<file path="config.mk">
export PLATFORM = sky130hd
export DESIGN_NAME = deserializer_flat
export DESIGN_NICKNAME = d
export VERILOG_FILES = /design/src/rtl/deserializer_if.sv /design/src/rtl/deserializer.sv /design/src/flat_wrapper.sv
export SDC_FILE = /design/constraint.sdc
export NUM_CORES = 1
export LEC_CHECK = 0
export BUFFER_PORTS_ARGS = -buffer_cell sky130_fd_sc_hd__buf_2
export CORE_MARGIN = 2
export CORE_UTILIZATION = 29
export CTS_CLUSTER_SIZE = 16
export DETAILED_ROUTE_END_ITERATION = 16
export GPL_TIMING_DRIVEN = 0
export PLACE_DENSITY = 0.45
export SYNTH_ARGS = -nofsm -noshare
export SYNTH_HDL_FRONTEND = slang
export SYNTH_SLANG_ARGS = --single-unit
</file>
<file path="constraint.sdc">
create_clock -name clk_i -period 4.6 [get_ports clk_i]
set_input_delay 0.46 -clock clk_i [delete_from_list [all_inputs] [get_ports clk_i]]
set_output_delay 0.46 -clock clk_i [all_outputs]
set_load 0.005 [all_outputs]
</file>
<file path="src/rtl/deserializer_if.sv">
// deserializer_if: bundles the serial-input and parallel-output signals of the
// deserializer so a source/sink and the block itself share one connection.
//   data_i / data_val_i / flush_i     : serial bit, its qualifier, early-terminate
//   deser_data_o / deser_mod_o        : assembled word (left-aligned) and bit count
//   deser_data_val_o                  : one-cycle word-valid pulse
//   busy_o                            : a partial word is being held
// Modports: master = the side driving serial bits and consuming words,
//           slave  = the deserializer itself.
interface deserializer_if #(
  parameter int DATA_W = 16
);
  localparam int MOD_W = $clog2(DATA_W);

  logic              data_i;
  logic              data_val_i;
  logic              flush_i;
  logic [DATA_W-1:0] deser_data_o;
  logic [MOD_W-1:0]  deser_mod_o;
  logic              deser_data_val_o;
  logic              busy_o;

  modport master (
    output data_i,
    output data_val_i,
    output flush_i,
    input  deser_data_o,
    input  deser_mod_o,
    input  deser_data_val_o,
    input  busy_o
  );

  modport slave (
    input  data_i,
    input  data_val_i,
    input  flush_i,
    output deser_data_o,
    output deser_mod_o,
    output deser_data_val_o,
    output busy_o
  );
endinterface

</file>
<file path="src/rtl/deserializer.sv">
// deserializer: collects MSB-first serial bits into a DATA_W-bit word.
// A full word (DATA_W bits) or a flush of a partial word produces a one-cycle
// pulse on deser_data_val_o together with the left-aligned, zero-filled word
// and its bit count (0 encodes DATA_W). All outputs are registered.
// Ports:
//   clk_i    : clock, rising edge
//   arst_ni  : asynchronous active-low reset
//   bus      : deserializer_if.slave (serial inputs, parallel outputs, busy)
module deserializer #(
  parameter int DATA_W = 16
) (
  input  logic           clk_i,
  input  logic           arst_ni,
  deserializer_if.slave  bus
);
  localparam int MOD_W = $clog2(DATA_W);
  localparam logic [MOD_W-1:0]  CNT_LAST = MOD_W'(DATA_W - 1);
  localparam logic [DATA_W-1:0] MSB_MASK = {1'b1, {(DATA_W-1){1'b0}}};

  logic [MOD_W-1:0]  cnt_q,      cnt_d;
  logic [DATA_W-1:0] wrd_q,      wrd_d;
  logic [DATA_W-1:0] out_data_q, out_data_d;
  logic [MOD_W-1:0]  out_mod_q,  out_mod_d;
  logic              out_val_q,  out_val_d;
  logic              busy_q,     busy_d;

  logic [DATA_W-1:0] bit_mask_s;
  logic [DATA_W-1:0] wrd_base_s;
  logic [DATA_W-1:0] wrd_acc_s;
  logic [MOD_W:0]    eff_cnt_s;
  logic              last_bit_s;

  // Next-state logic: bit insertion, word completion and flush handling.
  always_comb begin
    cnt_d      = cnt_q;
    wrd_d      = wrd_q;
    out_data_d = out_data_q;
    out_mod_d  = out_mod_q;
    out_val_d  = 1'b0;

    // Position of the incoming bit, counted down from the MSB.
    bit_mask_s = MSB_MASK >> cnt_q;

    // Starting a word clears everything, so positions never written stay 0
    // and a flushed word is already zero-filled below its last bit.
    if (cnt_q == {MOD_W{1'b0}}) begin
      wrd_base_s = {DATA_W{1'b0}};
    end else begin
      wrd_base_s = wrd_q;
    end

    if (bus.data_val_i) begin
      wrd_acc_s = (wrd_base_s & ~bit_mask_s) | (bus.data_i ? bit_mask_s : {DATA_W{1'b0}});
    end else begin
      wrd_acc_s = wrd_q;
    end

    // Effective count including this cycle's bit; one bit wider so DATA_W fits.
    eff_cnt_s  = {1'b0, cnt_q} + {{MOD_W{1'b0}}, bus.data_val_i};
    last_bit_s = bus.data_val_i && (cnt_q == CNT_LAST);

    if (bus.data_val_i) begin
      wrd_d = wrd_acc_s;
      cnt_d = cnt_q + MOD_W'(1);
    end else begin
      wrd_d = wrd_q;
      cnt_d = cnt_q;
    end

    // A full word takes priority over a coincident flush: one pulse, mod 0.
    if (last_bit_s) begin
      out_val_d  = 1'b1;
      out_data_d = wrd_acc_s;
      out_mod_d  = {MOD_W{1'b0}};
      cnt_d      = {MOD_W{1'b0}};
    end else if (bus.flush_i && (eff_cnt_s != {(MOD_W+1){1'b0}})) begin
      out_val_d  = 1'b1;
      out_data_d = wrd_acc_s;
      out_mod_d  = eff_cnt_s[MOD_W-1:0];
      cnt_d      = {MOD_W{1'b0}};
    end else begin
      out_val_d  = 1'b0;
    end

    busy_d = (cnt_d != {MOD_W{1'b0}});
  end

  // State and output registers with asynchronous reset.
  always_ff @(posedge clk_i or negedge arst_ni) begin
    if (!arst_ni) begin
      cnt_q      <= {MOD_W{1'b0}};
      wrd_q      <= {DATA_W{1'b0}};
      out_data_q <= {DATA_W{1'b0}};
      out_mod_q  <= {MOD_W{1'b0}};
      out_val_q  <= 1'b0;
      busy_q     <= 1'b0;
    end else begin
      cnt_q      <= cnt_d;
      wrd_q      <= wrd_d;
      out_data_q <= out_data_d;
      out_mod_q  <= out_mod_d;
      out_val_q  <= out_val_d;
      busy_q     <= busy_d;
    end
  end

  assign bus.deser_data_o     = out_data_q;
  assign bus.deser_mod_o      = out_mod_q;
  assign bus.deser_data_val_o = out_val_q;
  assign bus.busy_o           = busy_q;
endmodule
</file>
<file path="src/flat_wrapper.sv">
// flat-port wrapper written by rule: the top's interface ports become plain ports
module deserializer_flat 
#(
  parameter int DATA_W = 16
)
  (clk_i, arst_ni, bus_data_i, bus_data_val_i, bus_flush_i, bus_deser_data_o, bus_deser_mod_o, bus_deser_data_val_o, bus_busy_o);
  deserializer_if #(.DATA_W(DATA_W)) bus_i ();
  input  logic clk_i;
  input  logic arst_ni;
  input wire logic [$bits(bus_i.data_i)-1:0] bus_data_i;
  input wire logic [$bits(bus_i.data_val_i)-1:0] bus_data_val_i;
  input wire logic [$bits(bus_i.flush_i)-1:0] bus_flush_i;
  output wire logic [$bits(bus_i.deser_data_o)-1:0] bus_deser_data_o;
  output wire logic [$bits(bus_i.deser_mod_o)-1:0] bus_deser_mod_o;
  output wire logic [$bits(bus_i.deser_data_val_o)-1:0] bus_deser_data_val_o;
  output wire logic [$bits(bus_i.busy_o)-1:0] bus_busy_o;
  assign bus_i.data_i = bus_data_i;
  assign bus_i.data_val_i = bus_data_val_i;
  assign bus_i.flush_i = bus_flush_i;
  assign bus_deser_data_o = bus_i.deser_data_o;
  assign bus_deser_mod_o = bus_i.deser_mod_o;
  assign bus_deser_data_val_o = bus_i.deser_data_val_o;
  assign bus_busy_o = bus_i.busy_o;
  deserializer #(.DATA_W(DATA_W)) u_core (.clk_i(clk_i), .arst_ni(arst_ni), .bus(bus_i));
endmodule
</file>
Word level (Yosys, flattened, before mapping)
Index checks and enable logic that the tools add are counted.
Widths: inputs -> output; s select.
{"block": "totals", "mem_bits_ro": 0, "reg_bits": 42, "wordCells": 31, "out_inout_bits": 22, "input_bits": 5, "latch_bits": 0, "ram_bits": 0, "mem_count": 0}
{"block": "classes", "n_div": 0, "n_bitwise": 3, "n_mul": 0, "n_eq_ne": 1, "n_shift": 1, "n_mux": 12, "order_cmp": 0, "reduce_logical": 6, "addsub": 2}
{"operator": "$mux 16", "count": 5}
{"operator": "$mux 4", "count": 5}
{"operator": "$and 16x16->16", "count": 1}
{"operator": "$not 16->16", "count": 1}
{"operator": "$or 16x16->16", "count": 1}
{"operator": "$shr 16x4->16 const A", "count": 1}
{"operator": "$add 4x1->5", "count": 1}
{"operator": "$reduce_bool 5->1", "count": 1}
{"operator": "$add 4x1->4 const B", "count": 1}
{"operator": "$eq 4x4->1 const B", "count": 1}
{"operator": "$logic_not 4->1", "count": 1}
{"operator": "$reduce_bool 4->1", "count": 1}
{"operator": "$logic_and 1x1->1", "count": 2}
{"operator": "$mux 1", "count": 2}
{"operator": "$reduce_bool 2->1", "count": 1}

Depth between registers and ports, before layout
Gate-level depths: netlist of run 1.
{"block": "logic_depth", "ltp_word": 7, "mapped_depth": 7, "depth_no_buf": 6}

Least setup slack after synthesis of run 1
Ideal clock, no wire load.
{"block": "synth_timing", "path_kind": "input -> register", "from": "in bus_data_val_i", "to": "reg u_core.out_data_q[0], in the netlist u_core.bus.deser_data_o[0]", "setup_ps": 125, "t_arrival_ps": 1885, "path_buffers": 1, "required_time_ps": 4475, "stages": 6, "path_slack_ps": 2590, "cell_sequence": "ha_1 -> ha_1 -> o31ai_4 -> nand3b_4 -> buf_8 -> mux2_4"}
{"block": "synth_between", "elab_chain_len": 4, "word_cells_on_any_way": 8, "cone_classes": "add/sub (1); mux (3); reduce/logical (4)"}
{"item": "start: declaration", "line": "flat_wrapper.sv:11", "rtl": "input wire logic [$bits(bus_i.data_val_i)-1:0] bus_data_val_i;"}
{"item": "$add 4x1->5", "line": "deserializer.sv:59", "rtl": "eff_cnt_s = {1'b0, cnt_q} + {{MOD_W{1'b0}}, bus.data_val_i};"}
{"item": "$reduce_bool 5->1", "line": "deserializer.sv:76", "rtl": "end else if (bus.flush_i && (eff_cnt_s != {(MOD_W+1){1'b0}})) begin"}
{"item": "$logic_and 1x1->1", "line": "deserializer.sv:76"}
{"item": "$reduce_bool 2->1 (no line)"}
{"item": "end signal: assignment", "line": "deserializer.sv:93", "rtl": "out_data_q <= {DATA_W{1'b0}};"}
{"item": "end signal: assignment", "line": "deserializer.sv:100", "rtl": "out_data_q <= out_data_d;"}
{"item": "end: declaration", "line": "deserializer.sv:22", "rtl": "logic [DATA_W-1:0] out_data_q, out_data_d;"}
Several ways; a longest one is shown, not always the timed one. The select of a mux whose other input is x is not followed.
A chain may end at the register's enable or synchronous reset.

Worst setup path after layout of run 1
{"block": "layout_timing", "from": "reg u_core.cnt_q[0]", "to": "reg u_core.out_data_q[11], in the netlist u_core.bus.deser_data_o[11]"}
{"block": "layout_between", "elab_chain_len": 7, "word_cells_on_any_way": 16, "cone_classes": "add/sub (1); eq/ne (1); shift (1); mux (5); bitwise (3); reduce/logical (5)"}
{"item": "start: declaration", "line": "deserializer.sv:20", "rtl": "logic [MOD_W-1:0] cnt_q, cnt_d;"}
{"item": "start signal: assignment", "line": "deserializer.sv:91", "rtl": "cnt_q <= {MOD_W{1'b0}};"}
{"item": "start signal: assignment", "line": "deserializer.sv:98", "rtl": "cnt_q <= cnt_d;"}
{"item": "$shr 16x4->16 / $logic_not 4->1 (equally long branches)", "line": "deserializer.sv:42, deserializer.sv:46"}
{"item": "$not 16->16 / $mux 16 (equally long branches)", "line": "deserializer.sv:53, deserializer.sv:46"}
{"item": "$and 16x16->16", "line": "deserializer.sv:53", "rtl": "wrd_acc_s = (wrd_base_s & ~bit_mask_s) | (bus.data_i ? bit_mask_s : {DATA_W{1'b0}});"}
{"item": "$or 16x16->16", "line": "deserializer.sv:53"}
{"item": "$mux 16", "line": "deserializer.sv:52", "rtl": "if (bus.data_val_i) begin"}
{"item": "$mux 16", "line": "deserializer.sv:76"}
{"item": "$mux 16", "line": "deserializer.sv:71", "rtl": "if (last_bit_s) begin"}
Several ways; a longest one is shown, not always the timed one. The select of a mux whose other input is x is not followed.

==> impl_metrics.py, run 1 <==
metrics = {
    "setup_path": {
        "cpPeakStageDelay_ns": 0.44,
        "worstSetupPathType": "register to register",
        "start_kind": "register",
        "cp.arrival_ns": 2.27,
        "critPathBufInv": 1,
        "crit_fanout": 10,
        "cp.required_ns": 4.78,
        "crit_top_cell": "ha_1",
        "critPathTopFamily": "adder cells",
        "endpoint_kind": "register",
        "cp_cell_sequence": "ha_1, ha_1, o31ai_4, nand3b_4, buf_6, mux2_4",
        "critPathSlowestCell": "dfrtp_1",
    },
    "placement": {
        "place_ws_ns": 2.34,
        "place.detailed.hpwl_mm": 3.12,
        "portBuffers": 26,
        "gp_congestion": 0.738,
    },
    "pwr": {
        "power_density_nw_per_um2": 459,
        "leakagePower_nw": 1.19,
        "irDropWorstVdd_uv": 138,
    },
    "die": {
        "die_area_um2": 8000,
        "rows": 31,
        "fp.dieH_um": 89.4,
        "fp.dieW_um": 89.4,
        "ioPinCount": 27,
        "core_um2": 7180,
        "start_util_pct": 29.5,
    },
    "cts": {
        "cts.sinks": 42,
        "cts_buffers": 5,
        "clkTransAtPathRegs_ns": 0.09,
        "postCtsSetupBuffers": 0,
        "cts_tree": "done",
        "clk_path_buf_depth": 2,
        "htree_levels": 2,
        "cts_resized": 0,
        "clk_latency_ns": 0.30,
        "root_buffer": "clkbuf_8",
        "postCtsHoldBufs": 0,
    },
    "timing": {
        "slew_headroom_pct": 37.0,
        "period_needed_ns": 2.09,
        "slew_violations": 0,
        "fin_crit_sh_pct": 45.5,
        "fin_ws_ns": 2.51,
        "setup_viol_count_final": 0,
        "skew_ns": 0.00694,
        "setup-tns-final_ns": 0,
        "worst_pin_slew_ns": 0.944,
        "fmax_mhz": 478,
        "rsz0062_at_grt": "false",
        "hold_viol_final": 0,
    },
    "worst_hold_path": {
        "hp-class": "input pin to async pin",
    },
    "global_route": {
        "antenna_found_initial": 0,
        "overflow": 0,
        "grt_start_max_net_pins": 43,
        "top_usage_layer": "met2",
        "grt_pass1_vias": 1413,
        "gr-usage-all-layers_pct": 12.0,
        "grt_use_met2_pct": 18.1,
        "grt_pass1_wl_mm": 7.09,
        "grtUsageMet3_pct": 3.32,
        "use_met1_pct": 16.6,
    },
    "logic_synthesis": {
        "async_flop_share_pct": 100,
        "ys_top_cells_by_area": "dfrtp_1 50%, mux2_4 11%, ha_1 4.7%",
        "syn-mean-instance-area_um2": 12.1,
        "yosysSeqAreaShare_pct": 49.7,
        "syn_nets": 188,
        "yosys_warnings": 0,
        "ys_ff_latch": 42,
        "ys_types": 43,
        "yosysTopAreaCellShare_pct": 49.7,
        "synth_ff_type": "dfrtp_1",
        "syn_area_um2": 2120,
        "synth_cells": 175,
        "synth_enable_flop_cells": 0,
        "synth_top_cell_by_area": "dfrtp_1",
    },
    "drt": {
        "drtPass1Iterations": 4,
        "via_per_inst": 4.49,
        "routed_wirelength_mm": 4.30,
        "vias": 1382,
        "drt_first_iter_violations": 50,
        "wl_per_cell_um": 14.0,
        "drc": 0,
        "antenna_left": 0,
    },
    "layout": {
        "multi_input_area_um2": 942,
        "fillers": 733,
        "fin_nets": 221,
        "final_cell_mix": "42 x dfrtp_1, 31 x buf_2, 15 x mux2_4",
        "layout_commonest_cell": "dfrtp_1",
        "layout.area.seq_um2": 1050,
        "drive_gt1_share_pct": 32.1,
        "syn2layout_area_growth_pct": 17.1,
        "n_antenna_cell": 0,
    },
    "status": {
        "status": "complete, no violations",
    },
    "job": {
        "maxCapViolCount": 0,
    },
}
-- cells in the mapped netlist, types with 4 or more instances --
| cell | n |
|---|---|
| dfrtp_1 | 42 |
| a21oi_1 | 7 |
| nand3_1 | 7 |
| ha_1 | 8 |
| mux2i_1 | 4 |
| o221ai_1 | 4 |
| o21ai_0 | 10 |
| buf_2 | 5 |
| inv_1 | 11 |
| mux2_4 | 15 |
| nand2_1 | 7 |
| nor2_1 | 8 |
-- layout make-up --
| type | count | area share (%) |
|---|---|---|
| Sequential cell | 42 | 42.4 |
| Inverter | 11 | 1.67 |
| Buffer | 10 | 3.28 |
| Multi-Input combinational cell | 112 | 38.0 |
| Tap cell | 99 | 5.00 |
| Clock inverter | 3 | 1.62 |
| Timing Repair Buffer | 26 | 5.25 |
| Clock buffer | 5 | 2.78 |
-- worst reg2reg max path, delay by kind of cell (launching register included) --
family                     cells  cell delay, ns
AOI/OAI and AO/OA              1            0.35
muxes                          1            0.30
adders and majority gates      2            0.58
buffers and inverters          1            0.17
and+or+nand+nor                1            0.14
DFF                            1            0.44
-- per-stage QoR --
step	area [um2]	hold WS [ns]	cells	power (W)	utilization, %
floorplan	2120	0.164	175	0.000744	-
global placement	2370	0.482	300	0.000860	33.0
detailed placement	2370	0.484	300	0.000862	33.0
CTS	2480	0.358	308	0.00116	34.5
global route	2480	0.390	308	0.00122	34.5
finish	2480	0.303	308	0.00114	34.5
-- where the power goes --
group	switching (W)	internal (W)
clock	0.000131	0.000160
sequential	0.0000456	0.000455
combinational	0.000169	0.000176
-- worst paths after layout --
| path | slack, ns | from | endpoint | depth (start not counted) |
|---|---|---|---|---|
| hold / removal | 0.30 | arst_ni | u_core.bus.deser_data_o[5] | 1 |
| min in group clk_i | 0.43 | bus_flush_i | u_core.cnt_q[0] | 2 |
| hold reg to reg | 0.50 | u_core.wrd_q[15] | u_core.wrd_q[15] | 1 |
| setup / recovery | 2.51 | u_core.cnt_q[0] | u_core.bus.deser_data_o[11] | 6 |
| max in group asynchronous | 3.71 | arst_ni | u_core.bus.deser_data_o[3] | 1 |
| setup reg to reg | 2.51 | u_core.cnt_q[0] | u_core.bus.deser_data_o[11] | 6 |
-- sequential cells by signal (all words and copies together) (netlist names) --
name and flops:
u_core.bus.deser_mod_o 4, u_core.bus.busy_o 1, u_core.bus.deser_data_val_o 1, u_core.wrd_q 16, u_core.bus.deser_data_o 16, u_core.cnt_q 4
-- metal layers --
layer / up-vias / share of wire (%)
li1: 697 / -
met2: 20 / 44
met1: 660 / 52
met4: 0 / 1.2
met5: - / 0
met3: 5 / 2.6
-- logic make-up after synthesis --
family | Yosys count | share of synthesized area (%)
AO/OA/AOI/OAI | 40 | 13.5
buffers and inverters | 21 | 5.80
multiplexers | 22 | 14.1
AND/OR/NAND/NOR | 39 | 10.9
XOR/XNOR | 3 | 1.24
adder cells (fa/ha/maj) | 8 | 4.73
flip-flops | 42 | 49.7
(Power assumes the default switching activity.)
==> run 2, diff against run 1 <==
PLACE_DENSITY = 0.46   (was 0.45)
clock period = 1.8 ns   (was 4.6 ns; I/O delays follow)
==> run 2 against run 1 <==
Effect of this change:
- the run now ends with setup timing left
- total power grew to 2.6 times the previous value
- sequential power grew to 2.6 times the previous value
- via count is 4.6% higher
- die area stayed put
- cell count is 2.6% higher
- worst setup slack worse by 2.5 ns
- routed wire length is 6.0% higher
- largest power group unchanged
- critical path depth stayed put
==> impl_metrics.py, run 2 (synthesized netlist as in run 1, its figures left out) <==
metrics = {
    "status": {
        "status": "finished with violations",
        "violations": "setup timing",
    },
    "timing": {
        "setup_viol_count_final": 15,
        "fmax_mhz": 552,
        "skew_ns": 0.00247,
        "slew_headroom_pct": 35.8,
        "fin_ws_ns": -0.0112,
        "period_needed_ns": 1.81,
        "hold_viol_final": 0,
        "worst_pin_slew_ns": 0.962,
        "fin_crit_sh_pct": 101,
        "rsz0062_at_grt": "true",
        "slew_violations": 0,
    },
    "die": {
        "die_area_um2": 8000,
        "start_util_pct": 29.5,
        "rows": 31,
        "core_um2": 7180,
        "fp.dieW_um": 89.4,
        "fp.dieH_um": 89.4,
        "ioPinCount": 27,
    },
    "layout": {
        "fin_nets": 229,
        "n_antenna_cell": 0,
        "fillers": 730,
        "multi_input_area_um2": 983,
        "post-route-util_pct": 36.1,
        "layout.area.seq_um2": 1050,
        "final_cell_mix": "39 x dfrtp_1, 29 x buf_2, 15 x mux2_4",
        "syn2layout_area_growth_pct": 22.5,
        "layout_commonest_cell": "dfrtp_1",
        "drive_gt1_share_pct": 39.2,
        "final_cells": 316,
    },
    "pwr": {
        "p_total_w": 0.00293,
        "irDropWorstVdd_uv": 430,
        "leakagePower_nw": 1.22,
        "power_density_nw_per_um2": 1130,
    },
    "setup_path": {
        "r2r_cells": 6,
        "endpoint": "u_core.bus.deser_data_o[10]",
        "reg2reg_slack_ns": -0.01,
        "cp.required_ns": 1.98,
        "worstSetupPathType": "register to register",
        "crit_fanout": 10,
        "critical_path.startpoint": "u_core.cnt_q[0]",
        "endpoint_kind": "register",
        "reg2reg_to": "u_core.bus.deser_data_o[10]",
        "r2r-start": "u_core.cnt_q[0]",
        "cp.arrival_ns": 1.99,
        "start_kind": "register",
    },
    "worst_hold_path": {
        "hp-class": "input pin to async pin",
    },
    "cts": {
        "cts_tree": "done",
        "clk_latency_ns": 0.29,
        "cts.sinks": 42,
        "root_buffer": "clkbuf_8",
        "htree_levels": 2,
        "clkTransAtPathRegs_ns": 0.08,
        "clk_path_buf_depth": 2,
        "cts_buffers": 5,
    },
    "drt": {
        "drtPass1Iterations": 4,
        "via_per_inst": 4.57,
        "drt_first_iter_violations": 59,
        "vias": 1445,
        "wl_per_cell_um": 14.4,
        "routed_wirelength_mm": 4.56,
        "drc": 0,
        "antenna_left": 0,
    },
    "global_route": {
        "grt_pass1_wl_mm": 7.66,
        "antenna_found_initial": 0,
        "grt_pass1_vias": 1536,
        "gr-usage-all-layers_pct": 12.6,
        "grt_start_max_net_pins": 43,
        "overflow": 0,
    },
    "placement": {
        "place_inst": 300,
        "place.detailed.hpwl_mm": 3.08,
        "gp_congestion": 0.759,
        "portBuffers": 26,
    },
    "job": {
        "maxCapViolCount": 0,
    },
}
run 2: changes by cell type in the layout (fill, tap and decap cells not counted), moves of 2 or more:
cell	before	now
buf_4	1	9
dfrtp_1	42	39
dfrtp_2	0	3
buf_2	31	29
ha_1	8	6
ha_4	0	2
inv_1	11	9
nor2_1	8	6
nor2_2	0	2
run 2: final cells by class:
class	count	share of cell area (%)
well taps	99	4.78
clock inverters	1	0.193
multi-input cells	112	38.0
clock buffers	7	3.33
plain buffers	10	3.48
flip-flops and latches	42	40.7
inverters	11	1.74
repair buffers	34	7.82
run 2: worst max-delay path, cell delays in order, from the launching register on:
cell and delay [ns]:
dfrtp_2 0.45, ha_4 0.19, ha_4 0.22, o31ai_4 0.23, nand3b_4 0.13, buf_6 0.17, mux2_4 0.29
run 2: where the power goes:
group | internal [W] | total [W] | switching, W
sequential | 0.00117 | 0.00128 | 0.000117
combinational | 0.000539 | 0.00101 | 0.000472
clock | 0.000310 | 0.000633 | 0.000323
run 2: worst min-delay path by stage:
| stage | to | cells past startpoint | slack (ns) |
|---|---|---|---|
| 2_1_floorplan | u_core.bus.busy_o | 0 | -0.12 |
| 3_3_place_gp | u_core.bus.deser_data_val_o | 1 | 0.40 |
| 3_5_place_dp | u_core.bus.deser_data_val_o | 1 | 0.40 |
| 4_1_cts | u_core.bus.deser_data_val_o | 1 | 0.07 |
| 5_1_grt | u_core.bus.deser_data_val_o | 1 | 0.12 |
| 6_report | u_core.bus.deser_data_val_o | 1 | 0.04 |
run 2: routing by layer:
| metal | share of wire (%) | global-route usage (%) | wire [um] | vias up |
|---|---|---|---|---|
| met5 | 0 | 0 | 0 | - |
| met4 | 2.1 | 4.88 | 98 | 0 |
| met3 | 3.8 | 3.32 | 175 | 11 |
| met2 | 43 | 19.0 | 1970 | 30 |
| met1 | 51 | 17.4 | 2320 | 689 |
| li1 | - | - | - | 715 |
run 2: per-stage QoR:
step	setup slack, ns	hold slack [ns]	TNS (ns)	area [um2]
after floorplan	0.00558	-0.116	0	2130
after global placement	-0.171	0.399	-1.97	2380
after detailed placement	-0.179	0.399	-2.07	2380
after CTS	-0.0986	0.0740	-1.44	2530
after global routing	-0.0765	0.116	-1.05	2590
final	-0.0112	0.0358	-0.132	2590
run 2: what timing repair did:
item                       in CTS  in global routing
hold buffers                    0                  0
gates resized for setup         4                 10
setup endpoints to repair      17                 18
cloned                          0                  0
buffers inserted                4                  4
pin swaps                       2                  1
